$ cat config.mk
export PLATFORM = sky130hd
export DESIGN_NAME = sad_accum_flat
export DESIGN_NICKNAME = d
export VERILOG_FILES = /design/src/rtl/sad_pkg.sv /design/src/rtl/sad_accum_if.sv /design/src/rtl/sad_accum_abs_diff.sv /design/src/rtl/sad_accum.sv /design/src/flat_wrapper.sv
export SDC_FILE = /design/constraint.sdc
export NUM_CORES = 1
export LEC_CHECK = 0
export ABC_CLOCK_PERIOD_IN_PS = 2600
export BUFFER_PORTS_ARGS = -buffer_cell sky130_fd_sc_hd__buf_2
export CORE_MARGIN = 10
export CORE_UTILIZATION = 50
export DETAILED_ROUTE_END_ITERATION = 8
export MAX_ROUTING_LAYER = met4
export PLACE_DENSITY = 0.74
export RECOVER_POWER = 50
export SYNTH_ARGS = -nofsm -noshare
export SYNTH_HDL_FRONTEND = slang
export SYNTH_SLANG_ARGS = --single-unit
$ cat constraint.sdc
create_clock -name clk -period 2.6 [get_ports clk]
set_input_delay 0.39 -clock clk [delete_from_list [all_inputs] [get_ports clk]]
set_output_delay 0.39 -clock clk [all_outputs]
set_load 0.02 [all_outputs]
$ cat src/rtl/sad_pkg.sv
// Shared types and default widths for the sad_accum SAD scoring stage.
package sad_pkg;

  localparam int PIX_W_DEF = 8;
  localparam int ROW_W_DEF = 4;
  localparam int COL_W_DEF = 3;
  localparam int SAD_W_DEF = 16;
  localparam int CNT_W_DEF = 7;

  localparam logic [SAD_W_DEF-1:0] SAD_MAX = {SAD_W_DEF{1'b1}};

  typedef enum logic [2:0] {
    IDLE  = 3'd0,
    ACCUM = 3'd1,
    DRAIN = 3'd2,
    CMP   = 3'd3,
    DONE  = 3'd4
  } state_t;

endpackage

$ cat src/rtl/sad_accum_if.sv
// Pixel-pair stream into sad_accum: valid/ready handshake plus candidate framing.
interface sad_accum_if #(
  parameter int PIX_W = 8,
  parameter int ROW_W = 4,
  parameter int COL_W = 3
);

  logic             pix_valid;
  logic             pix_ready;
  logic [PIX_W-1:0] img_pix;
  logic [PIX_W-1:0] tpl_pix;
  logic             pix_last;
  logic             search_last;
  logic [ROW_W-1:0] row;
  logic [COL_W-1:0] col;

  modport master (
    output pix_valid, img_pix, tpl_pix, pix_last, search_last, row, col,
    input  pix_ready
  );

  modport slave (
    input  pix_valid, img_pix, tpl_pix, pix_last, search_last, row, col,
    output pix_ready
  );

endinterface

$ cat src/rtl/sad_accum_abs_diff.sv
// Combinational unsigned absolute difference of two pixel values.
module abs_diff #(
  parameter int PIX_W = 8
) (
  input  logic [PIX_W-1:0] a,
  input  logic [PIX_W-1:0] b,
  output logic [PIX_W-1:0] y
);

  always_comb begin
    y = (a >= b) ? (a - b) : (b - a);
  end

endmodule

$ cat src/rtl/sad_accum.sv
// sad_accum: streams pixel pairs per candidate, accumulates SAD, keeps the best candidate.
// Build option: define SAD_SAT_EN to saturate the accumulator instead of wrapping.
module sad_accum
  import sad_pkg::*;
#(
  parameter int PIX_W = PIX_W_DEF,
  parameter int ROW_W = ROW_W_DEF,
  parameter int COL_W = COL_W_DEF,
  parameter int SAD_W = SAD_W_DEF,
  parameter int CNT_W = CNT_W_DEF
) (
  input  logic             clk,
  input  logic             rst,
  input  logic             start,
  sad_accum_if.slave       pix,
  output logic             busy,
  output logic             done,
  output logic [SAD_W-1:0] best_sad,
  output logic [ROW_W-1:0] best_row,
  output logic [COL_W-1:0] best_col,
  output logic [CNT_W-1:0] cand_cnt
);

  function automatic logic [SAD_W-1:0] acc_add(input logic [SAD_W-1:0] a,
                                               input logic [SAD_W-1:0] b);
    logic [SAD_W:0] sum;
    sum = {1'b0, a} + {1'b0, b};
`ifdef SAD_SAT_EN
    return sum[SAD_W] ? {SAD_W{1'b1}} : sum[SAD_W-1:0];
`else
    return sum[SAD_W-1:0];
`endif
  endfunction

  state_t           state_q, state_d;
  logic             ready_q, ready_d;
  logic             busy_q, busy_d;
  logic             done_q, done_d;
  logic             open_q, open_d;
  logic             last_q, last_d;
  logic [ROW_W-1:0] cur_row_q, cur_row_d;
  logic [COL_W-1:0] cur_col_q, cur_col_d;
  logic [SAD_W-1:0] best_sad_q, best_sad_d;
  logic [ROW_W-1:0] best_row_q, best_row_d;
  logic [COL_W-1:0] best_col_q, best_col_d;
  logic [CNT_W-1:0] cand_cnt_q, cand_cnt_d;

  logic             vld_p0_q, vld_p0_d;
  logic [PIX_W-1:0] diff_p0_q, diff_p0_d;
  logic [SAD_W-1:0] acc_p1_q, acc_p1_d;

  logic             xfer;
  logic [PIX_W-1:0] abs_y;

  abs_diff #(.PIX_W(PIX_W)) u_abs_diff (
    .a (pix.img_pix),
    .b (pix.tpl_pix),
    .y (abs_y)
  );

  always_comb begin
    xfer = pix.pix_valid & ready_q;
  end

  always_comb begin
    state_d    = state_q;
    open_d     = open_q;
    last_d     = last_q;
    cur_row_d  = cur_row_q;
    cur_col_d  = cur_col_q;
    best_sad_d = best_sad_q;
    best_row_d = best_row_q;
    best_col_d = best_col_q;
    cand_cnt_d = cand_cnt_q;
    // Stage p0: registered absolute difference of the accepted pair
    vld_p0_d   = 1'b0;
    diff_p0_d  = diff_p0_q;
    // Stage p1: accumulator absorbs the p0 difference one edge later
    acc_p1_d   = vld_p0_q ? acc_add(acc_p1_q, SAD_W'(diff_p0_q)) : acc_p1_q;

    case (state_q)
      IDLE: begin
        if (start) begin
          best_sad_d = {SAD_W{1'b1}};
          best_row_d = '0;
          best_col_d = '0;
          cand_cnt_d = '0;
          acc_p1_d   = '0;
          open_d     = 1'b0;
          state_d    = ACCUM;
        end
      end
      ACCUM: begin
        if (xfer) begin
          vld_p0_d  = 1'b1;
          diff_p0_d = abs_y;
          open_d    = 1'b1;
          if (!open_q) begin
            cur_row_d = pix.row;
            cur_col_d = pix.col;
          end
          if (pix.pix_last) begin
            last_d  = pix.search_last;
            state_d = DRAIN;
          end
        end
      end
      DRAIN: begin
        state_d = CMP;
      end
      CMP: begin
        // Strict compare: on a tie the earlier candidate keeps the slot
        if (acc_p1_q < best_sad_q) begin
          best_sad_d = acc_p1_q;
          best_row_d = cur_row_q;
          best_col_d = cur_col_q;
        end
        cand_cnt_d = cand_cnt_q + CNT_W'(1);
        acc_p1_d   = '0;
        open_d     = 1'b0;
        state_d    = last_q ? DONE : ACCUM;
      end
      DONE: begin
        state_d = IDLE;
      end
      default: begin
        state_d = IDLE;
      end
    endcase

    ready_d = (state_d == ACCUM);
    busy_d  = (state_d != IDLE);
    done_d  = (state_d == DONE);
  end

  always_ff @(posedge clk or posedge rst) begin
    if (rst) begin
      state_q    <= IDLE;
      ready_q    <= 1'b0;
      busy_q     <= 1'b0;
      done_q     <= 1'b0;
      open_q     <= 1'b0;
      last_q     <= 1'b0;
      cur_row_q  <= '0;
      cur_col_q  <= '0;
      best_sad_q <= {SAD_W{1'b1}};
      best_row_q <= '0;
      best_col_q <= '0;
      cand_cnt_q <= '0;
      vld_p0_q   <= 1'b0;
      acc_p1_q   <= '0;
    end else begin
      state_q    <= state_d;
      ready_q    <= ready_d;
      busy_q     <= busy_d;
      done_q     <= done_d;
      open_q     <= open_d;
      last_q     <= last_d;
      cur_row_q  <= cur_row_d;
      cur_col_q  <= cur_col_d;
      best_sad_q <= best_sad_d;
      best_row_q <= best_row_d;
      best_col_q <= best_col_d;
      cand_cnt_q <= cand_cnt_d;
      vld_p0_q   <= vld_p0_d;
      acc_p1_q   <= acc_p1_d;
    end
  end

  // The difference value is qualified by vld_p0_q, so it needs no reset
  always_ff @(posedge clk) begin
    diff_p0_q <= diff_p0_d;
  end

  assign pix.pix_ready = ready_q;
  assign busy          = busy_q;
  assign done          = done_q;
  assign best_sad      = best_sad_q;
  assign best_row      = best_row_q;
  assign best_col      = best_col_q;
  assign cand_cnt      = cand_cnt_q;

endmodule

$ cat src/flat_wrapper.sv
// flat-port wrapper written by rule: the top's interface ports become plain ports
module sad_accum_flat import sad_pkg::*;
#(
  parameter int PIX_W = PIX_W_DEF,
  parameter int ROW_W = ROW_W_DEF,
  parameter int COL_W = COL_W_DEF,
  parameter int SAD_W = SAD_W_DEF,
  parameter int CNT_W = CNT_W_DEF
)
  (clk, rst, start, busy, done, best_sad, best_row, best_col, cand_cnt, pix_pix_valid, pix_img_pix, pix_tpl_pix, pix_pix_last, pix_search_last, pix_row, pix_col, pix_pix_ready);
  sad_accum_if #(.PIX_W(PIX_W), .ROW_W(ROW_W), .COL_W(COL_W)) pix_i ();
  input  logic clk;
  input  logic rst;
  input  logic start;
  output logic busy;
  output logic done;
  output logic [SAD_W-1:0] best_sad;
  output logic [ROW_W-1:0] best_row;
  output logic [COL_W-1:0] best_col;
  output logic [CNT_W-1:0] cand_cnt;
  input wire logic [$bits(pix_i.pix_valid)-1:0] pix_pix_valid;
  input wire logic [$bits(pix_i.img_pix)-1:0] pix_img_pix;
  input wire logic [$bits(pix_i.tpl_pix)-1:0] pix_tpl_pix;
  input wire logic [$bits(pix_i.pix_last)-1:0] pix_pix_last;
  input wire logic [$bits(pix_i.search_last)-1:0] pix_search_last;
  input wire logic [$bits(pix_i.row)-1:0] pix_row;
  input wire logic [$bits(pix_i.col)-1:0] pix_col;
  output wire logic [$bits(pix_i.pix_ready)-1:0] pix_pix_ready;
  assign pix_i.pix_valid = pix_pix_valid;
  assign pix_i.img_pix = pix_img_pix;
  assign pix_i.tpl_pix = pix_tpl_pix;
  assign pix_i.pix_last = pix_pix_last;
  assign pix_i.search_last = pix_search_last;
  assign pix_i.row = pix_row;
  assign pix_i.col = pix_col;
  assign pix_pix_ready = pix_i.pix_ready;
  sad_accum #(.PIX_W(PIX_W), .ROW_W(ROW_W), .COL_W(COL_W), .SAD_W(SAD_W), .CNT_W(CNT_W)) u_core (.clk(clk), .rst(rst), .start(start), .pix(pix_i), .busy(busy), .done(done), .best_sad(best_sad), .best_row(best_row), .best_col(best_col), .cand_cnt(cand_cnt));
endmodule
=== Word-level counts from Yosys, hierarchy flattened ===
Cells that the tools add are included.

* Flip-flop bits (word level): 70
* Bits in latches: 0
* RAM bits: 0
* ROM bits: 0
* Input bits: 29
* Output and inout port bits: 33
* Logic and storage cells: 66
* Memories: 0

* $add $sub $neg: 4
* $mul: 0
* Div/mod/pow operators: 0
* Order comparisons: 2
* Eq/ne operators: 8
* Shifts and indexed selects: 0
* Multiplexer cells: 25
* Bitwise logic cells: 2
* Reductions and logical operators: 10

{| class="wikitable"
|+ Operators by type and width
! kind !! count
|-
| $mux W16 || 4
|-
| $pmux W16 S2 || 2
|-
| $mux W3 || 6
|-
| $add A16 B8 Y16 || 1
|-
| $lt A16 B16 Y1 || 1
|-
| $sub A8 B8 Y8 || 2
|-
| $pmux W7 S2 || 1
|-
| $pmux W3 S4 || 1
|-
| $reduce_and A3 Y1 || 4
|-
| $ge A8 B8 Y1 || 1
|-
| $mux W4 || 2
|-
| $mux W8 || 1
|-
| $pmux W4 S2 || 1
|-
| $add A7 B1 Y7 const B || 1
|-
| $mux W7 || 1
|-
| $eq A3 B1 Y1 const B || 2
|-
| $eq A3 B2 Y1 const B || 2
|-
| $pmux W3 S2 || 1
|-
| $reduce_bool A3 Y1 || 2
|-
| $mux W1 || 4
|-
| $ne A2 B1 Y1 const B || 2
|-
| $reduce_and A2 Y1 || 2
|-
| $eq A3 B3 Y1 const B || 1
|-
| $logic_not A3 Y1 || 1
|-
| other kinds (5) || 5
|}

=== Logic depth before layout (Yosys ltp) ===
* Depth after elaboration: 4
* Gate-level depth with buffers: 10
* Gate-level depth less buffers: 9

=== Modules after synthesis ===
A second synthesis with hierarchy kept.

* Cell total of the unflattened synthesis: 459
* Area, all modules: 4499.3 um^2

{| class="wikitable"
|+ By module, submodules not included
! module !! times used !! cells each !! area an instance (um^2) !! seq. area each (um^2)
|-
| sad_accum || 1 || 373 || 3833.7 || 1811.7
|-
| abs_diff || 1 || 86 || 665.6 || 0.0
|}

=== Least setup slack after synthesis ===
No wires, ideal clock.

* Path type: input to register
* From: input port pix_tpl_pix[3]
* To: register u_core.diff_p0_q[5], data pin
* Setup time: 0.262 ns
* Arrival time: 2.295 ns
* Slack: 0.044 ns
* Stages on the path: 10
* Cell sequence: inv_1 > ha_1 > buf_2 > a21oi_1 > a31oi_1 > a211oi_1 > buf_2 > mux2_2 > a211oi_1 > xnor2_1

* Longest elaborated chain between the ends: 2
* Elaborated cells on any way between the ends: 4
* Those cells by class: add/sub: 2; order compare: 1; mux: 1

{| class="wikitable"
|+ Ends and longest elaborated chain
! what !! line !! source
|-
| start: declaration || flat_wrapper.sv:23 || <nowiki>input wire logic [$bits(pix_i.tpl_pix)-1:0] pix_tpl_pix;</nowiki>
|-
| $sub A8 B8 Y8 / $ge A8 B8 Y1 (equally long branches) || sad_accum_abs_diff.sv:11 || <nowiki>y = (a >= b) ? (a - b) : (b - a);</nowiki>
|-
| $mux W8 (*) || sad_accum_abs_diff.sv:11 ||
|-
| via u_core.abs_y[5] || sad_accum.sv:53 || <nowiki>logic [PIX_W-1:0] abs_y;</nowiki>
|-
| end signal: assignment || sad_accum.sv:172 || <nowiki>diff_p0_q <= diff_p0_d;</nowiki>
|-
| end: declaration || sad_accum.sv:49 || <nowiki>logic [PIX_W-1:0] diff_p0_q, diff_p0_d;</nowiki>
|}

The timed path passes the listed nets; every way through them passes the cells marked *.
A chain may end at the register's enable or synchronous reset.

=== Worst setup path in the final report ===
* From: register u_core.best_sad_q[2] (netlist: u_core.best_sad[2])
* To: register u_core.best_sad_q[13] (netlist: u_core.best_sad[13])

* Longest elaborated chain between the ends: 3

{| class="wikitable"
|+ Ends and longest elaborated chain
! what !! line !! source
|-
| start: declaration || sad_accum.sv:43 || <nowiki>logic [SAD_W-1:0] best_sad_q, best_sad_d;</nowiki>
|-
| start signal: assignment || sad_accum.sv:146 || <nowiki>best_sad_q <= {SAD_W{1'b1}};</nowiki>
|-
| start signal: assignment || sad_accum.sv:161 || <nowiki>best_sad_q <= best_sad_d;</nowiki>
|-
| $lt A16 B16 Y1 || sad_accum.sv:113 || <nowiki>if (acc_p1_q < best_sad_q) begin</nowiki>
|-
| $ne A2 B1 Y1 (no line) || n/a ||
|-
| $reduce_and A3 Y1 (no line) || n/a ||
|}

No other way between the ends.

==> impl_table.tex <==
\begin{tabular}{lr}
\hline
Metric & Value \\
\hline
\multicolumn{2}{l}{\textbf{Timing}} \\
\quad Smallest setup slack after layout & 198 ps \\
\quad Slew margin rel. & 0.196 \\
\quad Final Hold Vio Count & 0 \\
\quad Post-route fraction of the period consumed by the critical path & 0.924 \\
\quad Fin. max-slew vios & 0 \\
\quad Max Clk Rate & 416 MHz \\
\quad Final Hold Slack & 234 ps \\
\quad RSZ-0062 raised after global routing & no \\
\quad \# setup viols final & 0 \\
\quad Pin slew with the least headroom to its limit & 1200 ps \\
\quad Worst clock skew & 14.0 ps \\
\quad Final critical delay including setup and external delays & 2400 ps \\
\multicolumn{2}{l}{\textbf{Global route}} \\
\quad Global-route wire length before repair & 16600 microns \\
\quad Maximum number of pins on one net before global-route repair & 33 \\
\quad Number of global-route vias before repair & 3572 \\
\quad Global route overflow & 0 \\
\quad Number of antenna violations at the first check in global routing & 0 \\
\quad Total routing usage reported by global routing & 0.159 \\
\multicolumn{2}{l}{\textbf{Placement}} \\
\quad Worst setup slack before clock tree synthesis & -377 ps \\
\quad Number of port buffers & 61 \\
\quad HPWL after detailed placement & 7790 microns \\
\quad Routability Congestion & 0.878 \\
\multicolumn{2}{l}{\textbf{CTS}} \\
\quad CTS tree & built \\
\quad Clk\_lat worst skew & 350 ps \\
\quad Max clock buf depth & 2 \\
\quad \# hold bufs at CTS & 0 \\
\quad CTS sink count & 70 \\
\quad Number of H-tree branching levels & 3 \\
\quad Clock transition at the register clock pins on the worst setup and hold paths after CTS & 90 ps \\
\quad CTS Buf Count & 9 \\
\quad Master cell of the clock root buffer & sky130\_fd\_sc\_hd\_\_clkbuf\_8 \\
\multicolumn{2}{l}{\textbf{Synth}} \\
\quad Unique cell type count in the Yosys netlist & 47 \\
\quad Most used flip-flop cell after synthesis & sky130\_fd\_sc\_hd\_\_dfrtp\_1 \\
\quad Simple-gate share of the synthesized area & 0.158 \\
\quad Post-synthesis xor/xnor area fraction & 0.0258 \\
\quad Dominant combinational cell family by area after synthesis & simple AND/OR/NAND/NOR gates \\
\quad Cells taking the most area after synthesis & sky130\_fd\_sc\_hd\_\_dfrtp\_1 26\%, sky130\_fd\_sc\_hd\_\_ha\_1 11\%, sky130\_fd\_sc\_hd\_\_dfstp\_2 9.5\% \\
\quad Fraction of the mapped netlist area in compound gates & 0.105 \\
\quad Adder-cell share of the synthesized area & 0.124 \\
\quad List of most frequent post-synthesis cells & 57 x sky130\_fd\_sc\_hd\_\_inv\_1, 46 x sky130\_fd\_sc\_hd\_\_dfrtp\_1, 39 x sky130\_fd\_sc\_hd\_\_ha\_1 \\
\quad Synthesis Warnings & 0 \\
\quad Top cell type by total area after synthesis & sky130\_fd\_sc\_hd\_\_dfrtp\_1 \\
\quad Share of cell area taken by muxes after synthesis & 0.104 \\
\quad Post-synthesis instance total & 455 \\
\quad Post-Syn Nets & 526 \\
\quad Number of enable-type register cells in the synthesized netlist & 8 \\
\quad Part of the Yosys area used for sequential elements & 0.411 \\
\quad Post-synthesis register bit count & 70 \\
\quad Asr flop ratio synth & 0.886 \\
\quad Portion of synthesized cell area occupied by the leading cell type & 0.261 \\
\quad Library cell with the highest instance count after synthesis & sky130\_fd\_sc\_hd\_\_inv\_1 \\
\quad Average size of a mapped cell & 9.69 sq um \\
\quad Total standard cell area after synthesis & 0.00441 sq mm \\
\multicolumn{2}{l}{\textbf{Routing}} \\
\quad Remaining DRCs & 0 \\
\quad Initial DRC Count & 133 \\
\quad Routed length per placed instance & 15.1 microns \\
\quad Drt via density & 5.43 \\
\quad Total vias in the final route & 3559 \\
\quad Post-detailed-routing wire length & 9890 microns \\
\quad Residual antenna-violating net count after detailed routing & 0 \\
\quad DRT Pass-1 Iters & 4 \\
\multicolumn{2}{l}{\textbf{Hold path}} \\
\quad Hold Path Class & in -> reg \\
\multicolumn{2}{l}{\textbf{Run}} \\
\quad Number of max-cap violations & 0 \\
\multicolumn{2}{l}{\textbf{Floorplan}} \\
\quad Starting Density & 0.511 \\
\quad Die height & 114 microns \\
\quad Number of top-level pins & 62 \\
\quad Total Die Area & 0.0130 sq mm \\
\quad Die X & 114 microns \\
\quad Cell Rows & 34 \\
\quad Core Footprint & 0.00864 sq mm \\
\multicolumn{2}{l}{\textbf{Critical path}} \\
\quad Kind of critical path & reg -> reg \\
\quad Worst Path Max Fanout & 9 \\
\quad Req. time, crit path & 2870 ps \\
\quad Nature of the critical path endpoint & flop \\
\quad Critical path arrival & 2680 ps \\
\quad Launching element type of the critical path & flop \\
\multicolumn{2}{l}{\textbf{Power}} \\
\quad VDD IR max & 0.347 mV \\
\quad Leakage & 2.69 nW \\
\quad Pwr dens & 1030 mW/mm\^{}2 \\
\quad Total design power & 5.34 mW \\
\multicolumn{2}{l}{\textbf{Finish}} \\
\quad Diodes inserted & 0 \\
\quad Layout cell share with drive strength beyond 1 & 0.234 \\
\quad Final Util & 0.601 \\
\quad Growth of design area from synthesis to finish & 17.6\% \\
\quad Fin nets & 613 \\
\multicolumn{2}{l}{\textbf{Outcome}} \\
\quad Result of the run & finished, final reports clean \\
\hline
\end{tabular}
## cells by family (layout without fill, tap and decap cells)
family                     count (synthesis)  in the layout
buffers and inverters                     75            167
xor gates and xnor gates                  13             13
DFF                                       70             70
and+or+nand+nor                          137            137
muxes                                     44             44
AOI/OAI and AO/OA                         74             74
adders and majority gates                 42             42
## timing repair
item                                    in CTS  in global routing
pin swaps                                    0                  1
buffers inserted                             0                  0
gates resized for setup                      2                  2
endpoints found under the setup margin       2                 18
## critical path, cell delays in order (launching register included)
cell                       delay (ps)
sky130_fd_sc_hd__dfstp_2          530
sky130_fd_sc_hd__inv_1             50
sky130_fd_sc_hd__ha_1             300
sky130_fd_sc_hd__a21oi_1          150
sky130_fd_sc_hd__o21ai_0          170
sky130_fd_sc_hd__a221oi_2         270
sky130_fd_sc_hd__a21oi_1          120
sky130_fd_sc_hd__a211o_4          360
sky130_fd_sc_hd__buf_4            200
sky130_fd_sc_hd__mux2i_1          180
## where the power goes
part / internal, mW / total [mW] / leakage (nW) / switching [mW]
registers: 1.61 / 1.91 / 0.831 / 0.305
clock network: 0.451 / 0.887 / 0.0982 / 0.436
logic: 1.04 / 2.54 / 1.76 / 1.49
## layout by cell type (no fill, tap or decap), drive strengths merged, types with 3 or more instances in the layout
master  Yosys  layout
a211oi      5       5
a21o        8       8
a21oi      13      13
a31oi       9       9
and3        5       5
and4        3       3
buf         9      76
clkbuf      9      28
dfrtp      46      46
dfstp      16      16
edfxtp      8       8
fa          3       3
ha         39      39
inv        57      61
mux2       11      11
mux2i      33      33
nand2      36      36
nand3      18      18
nand3b      3       3
nand4      11      11
nor2       33      33
nor2b       7       7
nor3        6       6
nor4b       9       9
o21ai      24      24
o21bai      3       3
xnor2       9       9
xor2        4       4
## per-layer routing
metal | vias to the layer above | track usage | part of all wire
met4 | 0 | 0.0635 | 0.019
met3 | 19 | 0.0278 | 0.031
met5 | - | - | 0
li1 | 1758 | - | -
met2 | 69 | 0.274 | 0.51
met1 | 1713 | 0.179 | 0.44
## cell type report
| class | instances | area (sq um) |
|---|---|---|
| fill | 754 | 3450 |
| multi-input combinational | 310 | 2300 |
| sequential | 70 | 1810 |
| timing repair buffer | 94 | 528 |
| inverter | 57 | 214 |
| tap | 108 | 135 |
| clock buffer | 10 | 128 |
| clock inverter | 6 | 67.6 |
## metrics by stage
step | setup TNS, ps | area [sq um] | std cells
4_1_cts | 0 | 5210 | 655
6_report | 0 | 5190 | 655
3_3_place_gp | -482 | 5010 | 639
2_1_floorplan | 0 | 4410 | 455
3_5_place_dp | -843 | 5010 | 639
5_1_grt | 0 | 5190 | 655
## state kept, by name (all words and copies together), names as in the netlist
register and cells:
u_core.acc_p1_q 16, u_core.best_col 3, u_core.best_row 4, u_core.best_sad 16, u_core.busy 1, u_core.cand_cnt 7, u_core.cur_col_q 3, u_core.cur_row_q 4
u_core.diff_p0_q 8, u_core.done 1, u_core.last_q 1, u_core.open_q 1, u_core.pix.pix_ready 1, u_core.state_q 3, u_core.vld_p0_q 1
## path summary, 6_finish.rpt
path / depth (start not counted) / end / startpoint / slack (ps)
setup / recovery: 9 / u_core.best_sad[13] / u_core.best_sad[2] / 200
hold / removal: 3 / u_core.cur_row_q[0] / pix_row[0] / 230
setup reg to reg: 9 / u_core.best_sad[13] / u_core.best_sad[2] / 200
hold reg to reg: 1 / u_core.cand_cnt[6] / u_core.cand_cnt[6] / 480
max in group asynchronous: 3 / u_core.acc_p1_q[15] / rst / 820
min in group asynchronous: 2 / u_core.busy / rst / 350
No activity file was read; power rests on OpenSTA's default activity.
